$ cat src/rtl/dino_pkg.sv
// Shared constants for the dino game renderers and object movers.
package dino_pkg;

  localparam int unsigned SCREEN_W = 640;
  localparam int unsigned SCREEN_H = 480;
  localparam int unsigned CLOUD_W  = 80;
  localparam int unsigned CLOUD_H  = 30;

  // 3-3-2 colours
  localparam logic [7:0] COL_WHITE = 8'hFF;
  localparam logic [7:0] COL_SHADE = 8'hB6;
  localparam logic [7:0] COL_BLACK = 8'h00;

  // Cloud reset position (upper-right reference): just off the right edge
  localparam logic [9:0] CLOUD_RST_H = 10'(SCREEN_W + CLOUD_W);
  localparam logic [9:0] CLOUD_RST_V = 10'(200 - CLOUD_H);

endpackage

$ cat src/rtl/cloud_shape.sv
// Combinational cloud shape mask from cloud-local coordinates.
// Optional macro: CLOUD_SHADOW_EN adds the shade flag output.
// Ports:
//   i_lx      cloud-local column (0..79)
//   i_ly      cloud-local row (0..29)
//   o_mask_c  pixel belongs to the cloud body
//   o_shade_c pixel lies in the shaded underside (CLOUD_SHADOW_EN only)
module cloud_shape
  import dino_pkg::*;
(
  input  logic [6:0] i_lx,
  input  logic [4:0] i_ly,
  output logic       o_mask_c
`ifdef CLOUD_SHADOW_EN
  ,
  output logic       o_shade_c
`endif
);

  logic w_in_box;
  logic w_top_band;
  logic w_corner;

  assign w_in_box   = (i_lx < 7'(CLOUD_W)) && (i_ly < 5'(CLOUD_H));
  // Narrow puff on top of the body
  assign w_top_band = (i_lx >= 7'd20) && (i_lx < 7'd60);
  // Rounded bottom corners
  assign w_corner   = (i_ly >= 5'd26) && ((i_lx < 7'd4) || (i_lx >= 7'd76));

  assign o_mask_c = w_in_box && ((i_ly < 5'd10) ? w_top_band : !w_corner);

`ifdef CLOUD_SHADOW_EN
  assign o_shade_c = w_in_box && (i_ly >= 5'd24);
`endif

endmodule

$ cat src/rtl/cloud_sprite_render.sv
// Cloud sprite renderer: per-frame position latch plus a two-stage
// pixel pipeline (box test, then shape mask) advanced by pix_en.
// Optional macro: CLOUD_SHADOW_EN (shaded underside, cloud_shade output).
// Ports:
//   clk, rst        clock, synchronous active-high reset
//   pix_en          pixel strobe; pipeline advances only when high
//   frame_start     capture cloud_h/cloud_v for the next frame
//   de, hc, vc      scan position and display enable
//   cloud_h/cloud_v cloud upper-right corner
//   cloud_on        cloud covers the pixel (2 strobes after hc/vc)
//   cloud_rgb       cloud colour or 0
//   cloud_shade     shaded underside pixel (CLOUD_SHADOW_EN only)
module cloud_sprite_render #(
  parameter int unsigned CLOUD_W   = dino_pkg::CLOUD_W,
  parameter int unsigned CLOUD_H   = dino_pkg::CLOUD_H,
  parameter int unsigned SCREEN_W  = dino_pkg::SCREEN_W,
  parameter logic [7:0]  CLOUD_RGB = dino_pkg::COL_WHITE
) (
  input  logic       clk,
  input  logic       rst,
  input  logic       pix_en,
  input  logic       frame_start,
  input  logic       de,
  input  logic [9:0] hc,
  input  logic [9:0] vc,
  input  logic [9:0] cloud_h,
  input  logic [9:0] cloud_v,
  output logic       cloud_on,
  output logic [7:0] cloud_rgb
`ifdef CLOUD_SHADOW_EN
  ,
  output logic       cloud_shade
`endif
);

  logic [9:0]        r_h_lat;
  logic [9:0]        r_v_lat;
  logic              r_hit1;
  logic [6:0]        r_lx;
  logic [4:0]        r_ly;

  logic signed [10:0] w_x_left;
  logic signed [10:0] w_lx;
  logic signed [10:0] w_ly;
  logic               w_lx_in;
  logic               w_ly_in;
  logic               w_hit1;
  logic               w_mask;
  logic               w_on_next;
  logic [7:0]         w_rgb_next;

  // Position latch: only frame_start may move the cloud
  always_ff @(posedge clk) begin
    if (rst) begin
      r_h_lat <= 10'(SCREEN_W + CLOUD_W);
      r_v_lat <= 10'(200 - CLOUD_H);
    end else if (frame_start) begin
      r_h_lat <= cloud_h;
      r_v_lat <= cloud_v;
    end
  end

  // Stage 1: cloud-local coordinates; negative x_left clips at column 0
  assign w_x_left = $signed({1'b0, r_h_lat}) - $signed(11'(CLOUD_W));
  assign w_lx     = $signed({1'b0, hc}) - w_x_left;
  assign w_ly     = $signed({1'b0, vc}) - $signed({1'b0, r_v_lat});
  assign w_lx_in  = !w_lx[10] && (w_lx[9:0] < 10'(CLOUD_W));
  assign w_ly_in  = !w_ly[10] && (w_ly[9:0] < 10'(CLOUD_H));
  assign w_hit1   = de && w_lx_in && w_ly_in;

  always_ff @(posedge clk) begin
    if (rst) begin
      r_hit1 <= 1'b0;
      r_lx   <= 7'd0;
      r_ly   <= 5'd0;
    end else if (pix_en) begin
      r_hit1 <= w_hit1;
      r_lx   <= w_lx[6:0];
      r_ly   <= w_ly[4:0];
    end
  end

  // Stage 2: shape mask and colour
`ifdef CLOUD_SHADOW_EN
  logic w_shade;

  cloud_shape u_shape (
    .i_lx      (r_lx),
    .i_ly      (r_ly),
    .o_mask_c  (w_mask),
    .o_shade_c (w_shade)
  );

  assign w_on_next  = r_hit1 && w_mask;
  assign w_rgb_next = !w_on_next ? dino_pkg::COL_BLACK :
                      (w_shade ? dino_pkg::COL_SHADE : CLOUD_RGB);

  always_ff @(posedge clk) begin
    if (rst) begin
      cloud_shade <= 1'b0;
    end else if (pix_en) begin
      cloud_shade <= w_on_next && w_shade;
    end
  end
`else
  cloud_shape u_shape (
    .i_lx     (r_lx),
    .i_ly     (r_ly),
    .o_mask_c (w_mask)
  );

  assign w_on_next  = r_hit1 && w_mask;
  assign w_rgb_next = w_on_next ? CLOUD_RGB : dino_pkg::COL_BLACK;
`endif

  always_ff @(posedge clk) begin
    if (rst) begin
      cloud_on  <= 1'b0;
      cloud_rgb <= 8'd0;
    end else if (pix_en) begin
      cloud_on  <= w_on_next;
      cloud_rgb <= w_rgb_next;
    end
  end

endmodule

$ cat config.mk
export PLATFORM = sky130hd
export DESIGN_NAME = cloud_sprite_render
export DESIGN_NICKNAME = d
export VERILOG_FILES = /design/src/rtl/dino_pkg.sv /design/src/rtl/cloud_shape.sv /design/src/rtl/cloud_sprite_render.sv
export SDC_FILE = /design/constraint.sdc
export NUM_CORES = 1
export LEC_CHECK = 0
export CAP_MARGIN = 20
export CORE_ASPECT_RATIO = 1.2
export CORE_UTILIZATION = 50
export CTS_CLUSTER_DIAMETER = 80
export DETAILED_ROUTE_END_ITERATION = 6
export HOLD_SLACK_MARGIN = 0.02
export PLACE_DENSITY = 0.8
export SLEW_MARGIN = 20
export SYNTH_ARGS = -nofsm -noshare
export SYNTH_HDL_FRONTEND = slang
export SYNTH_SLANG_ARGS = --single-unit
export TNS_END_PERCENT = 10
$ cat constraint.sdc
create_clock -name clk -period 2.95 [get_ports clk]
set_input_delay 0.7375 -clock clk [delete_from_list [all_inputs] [get_ports clk]]
set_output_delay 0.7375 -clock clk [all_outputs]
set_load 0.01 [all_outputs]
==> summary.md, run 1 <==
| Metric | Value |
|---|---|
| Finished Cell Area | `3320 sq um` |
| First-pass GRT wire length | `9.03 mm` |
| Placed inst area | `3050 sq um` |
| Clk Latency, worst-skew pair | `300 ps` |
| Synthesized Nets | `roughly 370` |
| Die width | `64.9 um` |
| Final wirelength | `5.64 mm` |
| Final hold violation count | `0` |
| Max-slew violations | `0` |
| Slew @ Worst Pin | `roughly 400 ps` |
| WHS | `approximately 480 ps` |
| FILL cells | `351` |
| Routed Antenna Nets | `0` |
| Tot GR Track Use | `0.231` |
| Syn Inst Count | `289` |
| IO Port Bufs | `53` |
| WS Path Type | `in -> reg` |
| Setup crit start kind | `primary input` |
| Pwr Density | `454 nW/um^2` |
| Worst clock skew | `8.81 ps` |
| Max FO, Critical Path | `3` |
| Worst hold path type | `reg -> reg` |
| Final Setup Violations | `0` |
| Drt drc | `0` |
| Ports | `54` |
| CTS tree | `built` |
| Leak pwr | `1.49 nW` |
| Cts hold-fix bufs | `0` |
| Core Area | `4560 sq um` |
| CTS Root Buffer Type | `clkbuf_8` |
| Fin util | `0.727` |
| Slew headroom | `0.729` |
| Fin cells | `415` |
| Gr ovfl total | `0` |
| Max Cap Viol | `0` |
| Seq/Total Area, Yosys | `0.262` |
| Initial antenna violation count | `0` |
| Num CTS Buffers | `5` |
| Final nets | `432` |
| Die H | `77.4 um` |
| Post-synth EDFFs | `0` |
| CTS sink count | `31` |
| Synthesized area per cell | `8.20 sq um` |
| Synth Register Bits | `31` |
| VDD IR-drop max | `between 0.0003 and 0.0004 V` |
| DR iter-0 viols | `125` |
| Vias | `~2.3k` |
| Vias/cell | `5.52` |
| Outcome | `complete, no violations` |
| CTS H-tree depth | `2` |
| Number of cell rows | `27` |
| Crit share post-route | `0.950` |
| Layout cells sized above 1 | `0.165` |
| DP HPWL | `between 3 and 4 mm` |
| Area grow syn2layout | `39.8%` |
| Initial Utilization | `0.520` |
| RePlAce Congestion | `0.858` |
| Async SR Flop Fraction | `0` |
| DR pass1 iterations | `5` |
| Die footprint | `around 5000 sq um` |
| Clock buffer depth | `2` |
| Vias in the first global route | `2112` |
| DR WL/cell | `13.6 um` |
| Final min period | `between 2000 and 3000 ps` |
| Worst-path clk slew | `70 ps` |
| DP Cell Count | `406` |
| Syn Std Cell Area | `2370 sq um` |
| Yosys cell types | `48` |
| Syn. warnings | `0` |
| Max Clk Rate | `0.357 GHz` |
| Setup crit end kind | `register` |
| WP data required | `3200 ps` |
| Synth Flop Type | `dfxtp_1` |
| Worst path arrival time | `3050 ps` |
| Diodes inserted | `0` |
| Setup TNS | `0 ps` |
| Largest net degree at the start of global routing | `27` |
[worst max-delay path, cell delays in order]
cell	delay, ps
clkdlybuf4s50_1	450
inv_1	40
ha_2	160
inv_1	50
ha_2	180
inv_2	40
fa_2	370
nor2b_4	170
o2111ai_4	160
nand3b_1	140
xnor2_1	130
nand4_1	130
nor4_2	160
a21o_1	140
[area by class of cell]
class	count	area [sq um]	share of cell area
multi-input cells	206	1650	0.498
repair buffers	78	726	0.219
flip-flops and latches	31	621	0.187
inverters	34	128	0.0385
clock buffers	6	82.6	0.0249
well taps	58	72.6	0.0219
clock inverters	2	35.0	0.0106
[synthesized netlist by cell type, types with 4 or more instances]
| cell | n | area, sq um |
|---|---|---|
| nor3b_1 | 4 | 30.0 |
| a21oi_1 | 9 | 45.0 |
| xnor2_1 | 7 | 61.3 |
| clkbuf_1 | 5 | 18.8 |
| a31oi_1 | 4 | 25.0 |
| o211ai_1 | 7 | 52.6 |
| o21ai_0 | 15 | 75.1 |
| a211oi_1 | 5 | 37.5 |
| buf_4 | 8 | 60.1 |
| nor2_1 | 36 | 135 |
| dfxtp_1 | 31 | 621 |
| ha_1 | 29 | 363 |
| nand2_1 | 16 | 60.1 |
| nand2b_1 | 5 | 31.3 |
| inv_1 | 34 | 128 |
| mux2i_1 | 22 | 220 |
[cell families (layout without fill, tap and decap cells)]
family,count (synthesis),in the layout,synth area share
AOI/OAI and AO/OA,62,62,0.174
DFF,31,31,0.262
adders and majority gates,31,31,0.170
muxes,24,24,0.102
and+or+nand+nor,79,79,0.158
buffers and inverters,52,120,0.0966
xor gates and xnor gates,10,10,0.0369
[repair_timing]
item	4_1_cts	5_1_grt
pin swaps	0	19
resized for setup	3	24
hold endpoints to repair	0	0
setup buffers	0	1
setup endpoints to repair	1	1
cloned	0	0
[power by group]
| part | switching, mW | total [mW] | internal, mW |
|---|---|---|---|
| combinational | 0.281 | 0.586 | 0.305 |
| sequential | 0.0240 | 0.477 | 0.453 |
| clock | 0.171 | 0.444 | 0.273 |
[per-stage QoR]
| step | setup slack [ps] | power, mW |
|---|---|---|
| 2_1_floorplan | 225 | 0.816 |
| 3_3_place_gp | -260 | 0.989 |
| 3_5_place_dp | -363 | 1.01 |
| 4_1_cts | 8.35 | 1.47 |
| 5_1_grt | -5.59 | 1.59 |
| 6_report | 149 | 1.51 |
[per-layer routing]
| layer | wire length [um] | vias up | global-route usage |
|---|---|---|---|
| met1 | 2430 | 1085 | 0.275 |
| li1 | - | 1130 | - |
| met2 | 2830 | 62 | 0.400 |
| met5 | 0 | - | 0 |
| met3 | 222 | 14 | 0.0412 |
| met4 | 151 | 0 | 0.0933 |
[cells in the final DEF (no fill, tap or decap), types with 2 or more instances in the layout]
master	Yosys	layout
nand3_1	2	2
o21ai_1	2	2
nor3_1	3	2
ha_1	29	20
nor2b_1	3	2
xnor2_1	7	7
nor2_1	36	35
mux2i_1	22	22
o22ai_1	2	2
nand2b_1	5	5
inv_1	34	31
dfxtp_1	31	31
xor2_1	3	3
clkdlybuf4s50_1	0	50
nand2_1	16	16
clkbuf_8	0	6
a21o_1	3	3
o211ai_1	7	7
inv_2	0	3
a21oi_1	9	9
dlymetal6s2s_1	0	3
mux2_2	2	2
o21a_1	3	3
nor3b_1	4	3
a211oi_1	5	5
ha_4	0	4
a31oi_1	4	4
o21ai_0	15	15
buf_4	8	25
ha_2	0	5
[registers in the layout, indices dropped and copies added (netlist names)]
name,count
r_hit1,1
r_h_lat,10
cloud_rgb,1
r_ly,4
r_lx,5
r_v_lat,10
[path summary, 6_finish.rpt]
path,start,end,slack [ps],depth (start not counted)
max,hc[0],r_hit1$_SDFFE_PP0P_,150,14
min,r_h_lat[6]$_SDFFE_PP1P_,r_h_lat[6]$_SDFFE_PP1P_,480,2
max reg2reg,r_h_lat[1]$_SDFFE_PP0P_,r_hit1$_SDFFE_PP0P_,580,11
min reg2reg,r_h_lat[6]$_SDFFE_PP1P_,r_h_lat[6]$_SDFFE_PP1P_,480,2
No activity file was read; power rests on OpenSTA's default activity.
==> inputs of run 2 (changes only) <==
--- a/config.mk
+++ b/config.mk
@@ -12,6 +12,7 @@
 export DETAILED_ROUTE_END_ITERATION = 6
 export HOLD_SLACK_MARGIN = 0.02
 export PLACE_DENSITY = 0.8
+export RECOVER_POWER = 100
 export SLEW_MARGIN = 20
 export SYNTH_ARGS = -nofsm -noshare
 export SYNTH_HDL_FRONTEND = slang
==> run 2 against run 1 <==
Against the previous run: wire length fell by 0.14%; die area is the same; flip-flop and latch count did not move; maximum frequency decreased by 0.99%; non-clock buffer count unchanged; total power is essentially flat; sequential share of layout area hardly changed; global-route usage is the same.
==> summary.md, run 2 (same netlist as run 1, synthesis figures left out) <==
| Metric | Value |
|---|---|
| Final nets | `432` |
| Most frequent cells in the layout | `39 x clkdlybuf4s50_1, 35 x nor2_1, 31 x inv_1, 31 x dfxtp_1` |
| Critical path's top delay family | `adder cells` |
| First-pass GRT wire length | `approximately 9 mm` |
| Max FO, Critical Path | `3` |
| IO Port Bufs | `53` |
| Fin util | `0.725` |
| Hold Crit Start | `r_h_lat[6]$_SDFFE_PP1P_` |
| DR pass1 iterations | `5` |
| Pwr Total | `roughly 1.5 mW` |
| Biggest regs | `r_h_lat: 10 flops, r_v_lat: 10 flops, r_lx: 5 flops` |
| CTS sink count | `31` |
| Outcome | `complete, no violations` |
| Setup TNS | `0 ps` |
| Finished Cell Area | `3310 sq um` |
| Tot GR Track Use | `0.231` |
| Ports | `54` |
| Die footprint | `5020 sq um` |
| WP data required | `3150 ps` |
| Final min period | `around 2800 ps` |
| Leading cell type in the layout, fill and taps excluded | `clkdlybuf4s50_1` |
| Crit path max-delay cell type | `dlygate4sd3_1` |
| Area grow syn2layout | `39.5%` |
| Initial Utilization | `0.520` |
| VDD IR-drop max | `approximately 0.00032 V` |
| Worst path arrival time | `3030 ps` |
| Die width | `64.9 um` |
| DP HPWL | `4.00 mm` |
| Sequential Area | `621 sq um` |
| Clk Latency, worst-skew pair | `300 ps` |
| Slew @ Worst Pin | `1470 ps` |
| Setup crit end kind | `register` |
| Largest net degree at the start of global routing | `27` |
| Initial antenna violation count | `0` |
| Core Area | `4560 sq um` |
| Final wirelength | `5.63 mm` |
| Setup crit start kind | `primary input` |
| Leak pwr | `1.51 nW` |
| Final Setup Violations | `0` |
| Max incr delay on CP | `around 530 ps` |
| Worst-path clk slew | `roughly 70 ps` |
| Gr ovfl total | `0` |
| Cts hold-fix bufs | `0` |
| Die H | `77.4 um` |
| Vias in the first global route | `2112` |
| Worst hold path type | `reg -> reg` |
| R2r startpoint | `r_h_lat[1]$_SDFFE_PP0P_` |
| CTS Root Buffer Type | `clkbuf_8` |
| Max Clk Rate | `0.353 GHz` |
| Max Cap Viol | `0` |
| FILL cells | `353` |
| Max-slew violations | `0` |
| Worst clock skew | `8.81 ps` |
| DR iter-0 viols | `114` |
| Placed inst area | `just over 3000 sq um` |
| CTS tree | `built` |
| Vias | `2290` |
| Slew headroom | `0.0227` |
| Drt drc | `0` |
| CP Buf/Inv Count | `2` |
| WS Path Type | `in -> reg` |
| Diodes inserted | `0` |
| Clock buffer depth | `2` |
| Pwr Density | `455 nW/um^2` |
| Num CTS Buffers | `5` |
| DR WL/cell | `13.6 um` |
| Crit path from | `vc[0]` |
| Multi-input logic area | `~1700 sq um` |
| CTS H-tree depth | `2` |
| Final hold violation count | `0` |
| Number of cell rows | `27` |
| Crit share post-route | `0.959` |
| Routed Antenna Nets | `0` |
| RePlAce Congestion | `0.858` |
| Layout cells sized above 1 | `0.160` |
| Vias/cell | `5.52` |
| Cell Chain, Critical Path | `dlygate4sd3_1 > inv_1 > ha_1 > fa_1 > nand2b_1 > a21oi_1 > xor2_1 > nand4b_1 > nand4_1 > nor4_2 > a21o_1` |
## run 2: cell types whose count changed in the layout (fill, tap and decap cells not counted)
cell,delta
buf_4,-3
clkbuf_1,+2
clkbuf_4,+1
clkdlybuf4s50_1,-11
dlygate4sd3_1,+11
## run 2: path summary, 6_finish.rpt
| check | slack [ps] | to | cells past startpoint |
|---|---|---|---|
| max | 120 | r_hit1$_SDFFE_PP0P_ | 11 |
| min | 480 | r_h_lat[6]$_SDFFE_PP1P_ | 2 |
| max reg2reg | 580 | r_hit1$_SDFFE_PP0P_ | 11 |
| min reg2reg | 480 | r_h_lat[6]$_SDFFE_PP1P_ | 2 |
## run 2: where the power goes
| group | internal (mW) | switching [mW] | total (mW) | leakage (nW) |
|---|---|---|---|---|
| Clock | 0.273 | 0.171 | 0.444 | 0.0612 |
| Sequential | 0.453 | 0.0240 | 0.477 | 0.256 |
| Combinational | 0.304 | 0.281 | 0.585 | 1.19 |
| Total | 1.03 | 0.476 | 1.51 | 1.51 |
## run 2: final cells by class
type                    instances  area share
flip-flops and latches         31       0.188
clock inverters                 2      0.0106
repair buffers                 78       0.217
well taps                      58      0.0219
multi-input cells             206       0.499
clock buffers                   6      0.0250
inverters                      34      0.0386
## run 2: what timing repair did
| item | CTS | global route |
|---|---|---|
| pin swaps | 0 | 19 |
| gates resized for setup | 3 | 24 |
| endpoints found under the setup margin | 1 | 1 |
| setup buffers | 0 | 1 |
## run 2: tightest hold or removal path, cell delays in order (launching register included)
cell     delay (ps)
dfxtp_1         340
mux2i_1          70
nand2_1          60
## run 2: layer usage
metal  routed length, um  GRT usage  vias to the layer above
li1                    -          -                     1131
met3                 222     0.0412                       14
met1                2420      0.275                     1083
met4                 151     0.0933                        0
met2                2840      0.400                       62
met5                   0          0                        -
## run 2: per-stage QoR
stage / worst slack [ps] / std cells / hold WS (ps)
finish: 121 / 415 / 484
global route: -5.59 / 415 / 514
CTS: 8.35 / 414 / 491
detailed placement: -363 / 406 / 472
global placement: -260 / 406 / 458
floorplan: 225 / 289 / 446
==> inputs of run 3 (changes only) <==
--- a/config.mk
+++ b/config.mk
@@ -10,6 +10,7 @@
 export CORE_UTILIZATION = 50
 export CTS_CLUSTER_DIAMETER = 80
 export DETAILED_ROUTE_END_ITERATION = 6
+export GPL_TIMING_DRIVEN = 0
 export HOLD_SLACK_MARGIN = 0.02
 export PLACE_DENSITY = 0.8
 export RECOVER_POWER = 100
==> run 3 against run 2 <==
Against the previous run: maximum frequency is 2.2% lower; critical path type unchanged; die area stayed put; global-route usage is 1.7 points lower; register-to-register slack hardly changed; largest power group unchanged; total power is 8.4% lower; design area is 2.9% lower; clock power is 16% lower; wire length is 6.5% lower; flip-flop and latch count stayed put; core utilization is 2.1 points lower; final cell count is 1.9% lower.
==> summary.md, run 3 (same netlist as run 1, synthesis figures left out) <==
| Metric | Value |
|---|---|
| Drt drc | `0` |
| Vias | `2197` |
| Final nets | `424` |
| DP Cell Count | `between 300 and 400` |
| Slew headroom | `0.533` |
| DR WL/cell | `around 13 um` |
| Die width | `64.9 um` |
| DR pass1 iterations | `4` |
| CTS tree | `built` |
| Pwr Total | `about 1.4 mW` |
| Placed inst area | `2940 sq um` |
| Area grow syn2layout | `35.5%` |
| R2r startpoint | `r_h_lat[2]$_SDFFE_PP0P_` |
| Final hold violation count | `0` |
| Setup crit start kind | `primary input` |
| CTS Root Buffer Type | `clkbuf_8` |
| Crit path from | `vc[0]` |
| RePlAce Congestion | `0.823` |
| Ports | `54` |
| WS Path Type | `in -> reg` |
| IO Port Bufs | `50` |
| Leading cell type in the layout, fill and taps excluded | `clkdlybuf4s50_1` |
| Most frequent cells in the layout | `40 x clkdlybuf4s50_1, 35 x nor2_1, 31 x dfxtp_1` |
| WP data required | `3120 ps` |
| Cts hold-fix bufs | `0` |
| Leak pwr | `1.44 nW` |
| Tot GR Track Use | `0.213` |
| Final setup margin | `56.6 ps` |
| Vias in the first global route | `slightly below 2k` |
| First-pass GRT wire length | `8.40 mm` |
| Diodes inserted | `0` |
| Max FO, Critical Path | `3` |
| Slew @ Worst Pin | `701 ps` |
| Gr ovfl total | `0` |
| Max-slew violations | `0` |
| Final wirelength | `5.26 mm` |
| Crit share post-route | `0.981` |
| Hold Crit Start | `r_h_lat[4]$_SDFFE_PP1P_` |
| Die H | `77.4 um` |
| Clk Latency, worst-skew pair | `290 ps` |
| Worst clock skew | `7.74 ps` |
| Worst path arrival time | `3070 ps` |
| Worst hold path type | `reg -> reg` |
| Number of cell rows | `27` |
| Pwr Density | `429 nW/um^2` |
| Core Area | `4560 sq um` |
| CTS H-tree depth | `2` |
| Setup crit end kind | `register` |
| Post-Place Worst Slack | `-448 ps` |
| Die footprint | `5020 sq um` |
| Final min period | `about 2900 ps` |
| CTS sink count | `31` |
| DP HPWL | `between 3 and 4 mm` |
| Num CTS Buffers | `5` |
| FILL cells | `approximately 360` |
| Initial Utilization | `0.520` |
| Fin cells | `407` |
| Layout cells sized above 1 | `0.135` |
| Vias/cell | `5.40` |
| Biggest regs | `r_h_lat: 10 flops, r_v_lat: 10 flops, r_lx: 5 flops` |
| Worst-path clk slew | `70 ps` |
| Max Clk Rate | `0.346 GHz` |
| DR iter-0 viols | `140` |
| Final Setup Violations | `0` |
| Largest net degree at the start of global routing | `11` |
| Initial antenna violation count | `0` |
| Finished Cell Area | `3210 sq um` |
| Clock buffer depth | `2` |
| Max Cap Viol | `0` |
| VDD IR-drop max | `0.000247 V` |
| Routed Antenna Nets | `0` |
| Outcome | `complete, no violations` |
[run 3: cell types whose count changed in the layout (fill, tap and decap cells not counted), sizes merged]
cell	previous run	this run
dlygate4sd3	11	6
clkbuf	9	18
bufinv	1	0
clkdlybuf4s50	39	40
dlymetal6s2s	3	4
buf	22	10
clkinv	1	0
[run 3: layout make-up]
cell class | count | area, sq um | share of cell area
Tap cell | 58 | 72.6 | 0.0226
Inverter | 34 | 128 | 0.0397
Sequential cell | 31 | 621 | 0.193
Timing Repair Buffer | 53 | 533 | 0.166
Buffer | 17 | 96.3 | 0.0300
Clock buffer | 8 | 100 | 0.0312
Multi-Input combinational cell | 206 | 1660 | 0.517
[run 3: timing repair]
action | 4_1_cts | 5_1_grt
resized for setup | 4 | 28
endpoints found under the setup margin | 1 | 1
gates cloned | 0 | 0
pin swaps | 2 | 19
buffers inserted | 0 | 3
[run 3: per-layer routing]
| metal | GRT usage | wire [um] | vias to the layer above |
|---|---|---|---|
| li1 | - | - | 1116 |
| met1 | 0.274 | 2330 | 1016 |
| met2 | 0.358 | 2680 | 60 |
| met3 | 0.0353 | 182 | 5 |
| met4 | 0.0667 | 69 | 0 |
| met5 | 0 | 0 | - |
[run 3: power breakdown]
part	total [mW]	internal (mW)	switching, mW
combinational	0.530	0.269	0.261
clock	0.372	0.213	0.159
sequential	0.477	0.453	0.0237
total	1.38	0.935	0.443
[run 3: worst max-delay path, stage by stage]
cell and delay [ps]:
clkdlybuf4s50_1 450, inv_1 40, ha_1 210, fa_1 430, nand2b_1 190, a21oi_1 180
xor2_1 260, nand4b_1 180, nand4_1 140, nor4_2 50, a21o_1 180
[run 3: path summary, 6_finish.rpt]
check                                                to  slack (ps)  cells past startpoint
worst max-delay path                r_hit1$_SDFFE_PP0P_          60                     11
worst min-delay path            r_h_lat[4]$_SDFFE_PP1P_         490                      2
worst max register to register      r_hit1$_SDFFE_PP0P_         580                     10
worst min register to register  r_h_lat[4]$_SDFFE_PP1P_         490                      2
[run 3: through the flow]
stage / TNS (ps) / utilization / hold WS, ps
3_5_place_dp: -455 / 0.646 / 468
5_1_grt: -17.1 / 0.704 / 509
6_report: 0 / 0.704 / 488
4_1_cts: 0 / 0.670 / 487
2_1_floorplan: 0 / - / 446
3_3_place_gp: -440 / 0.646 / 457
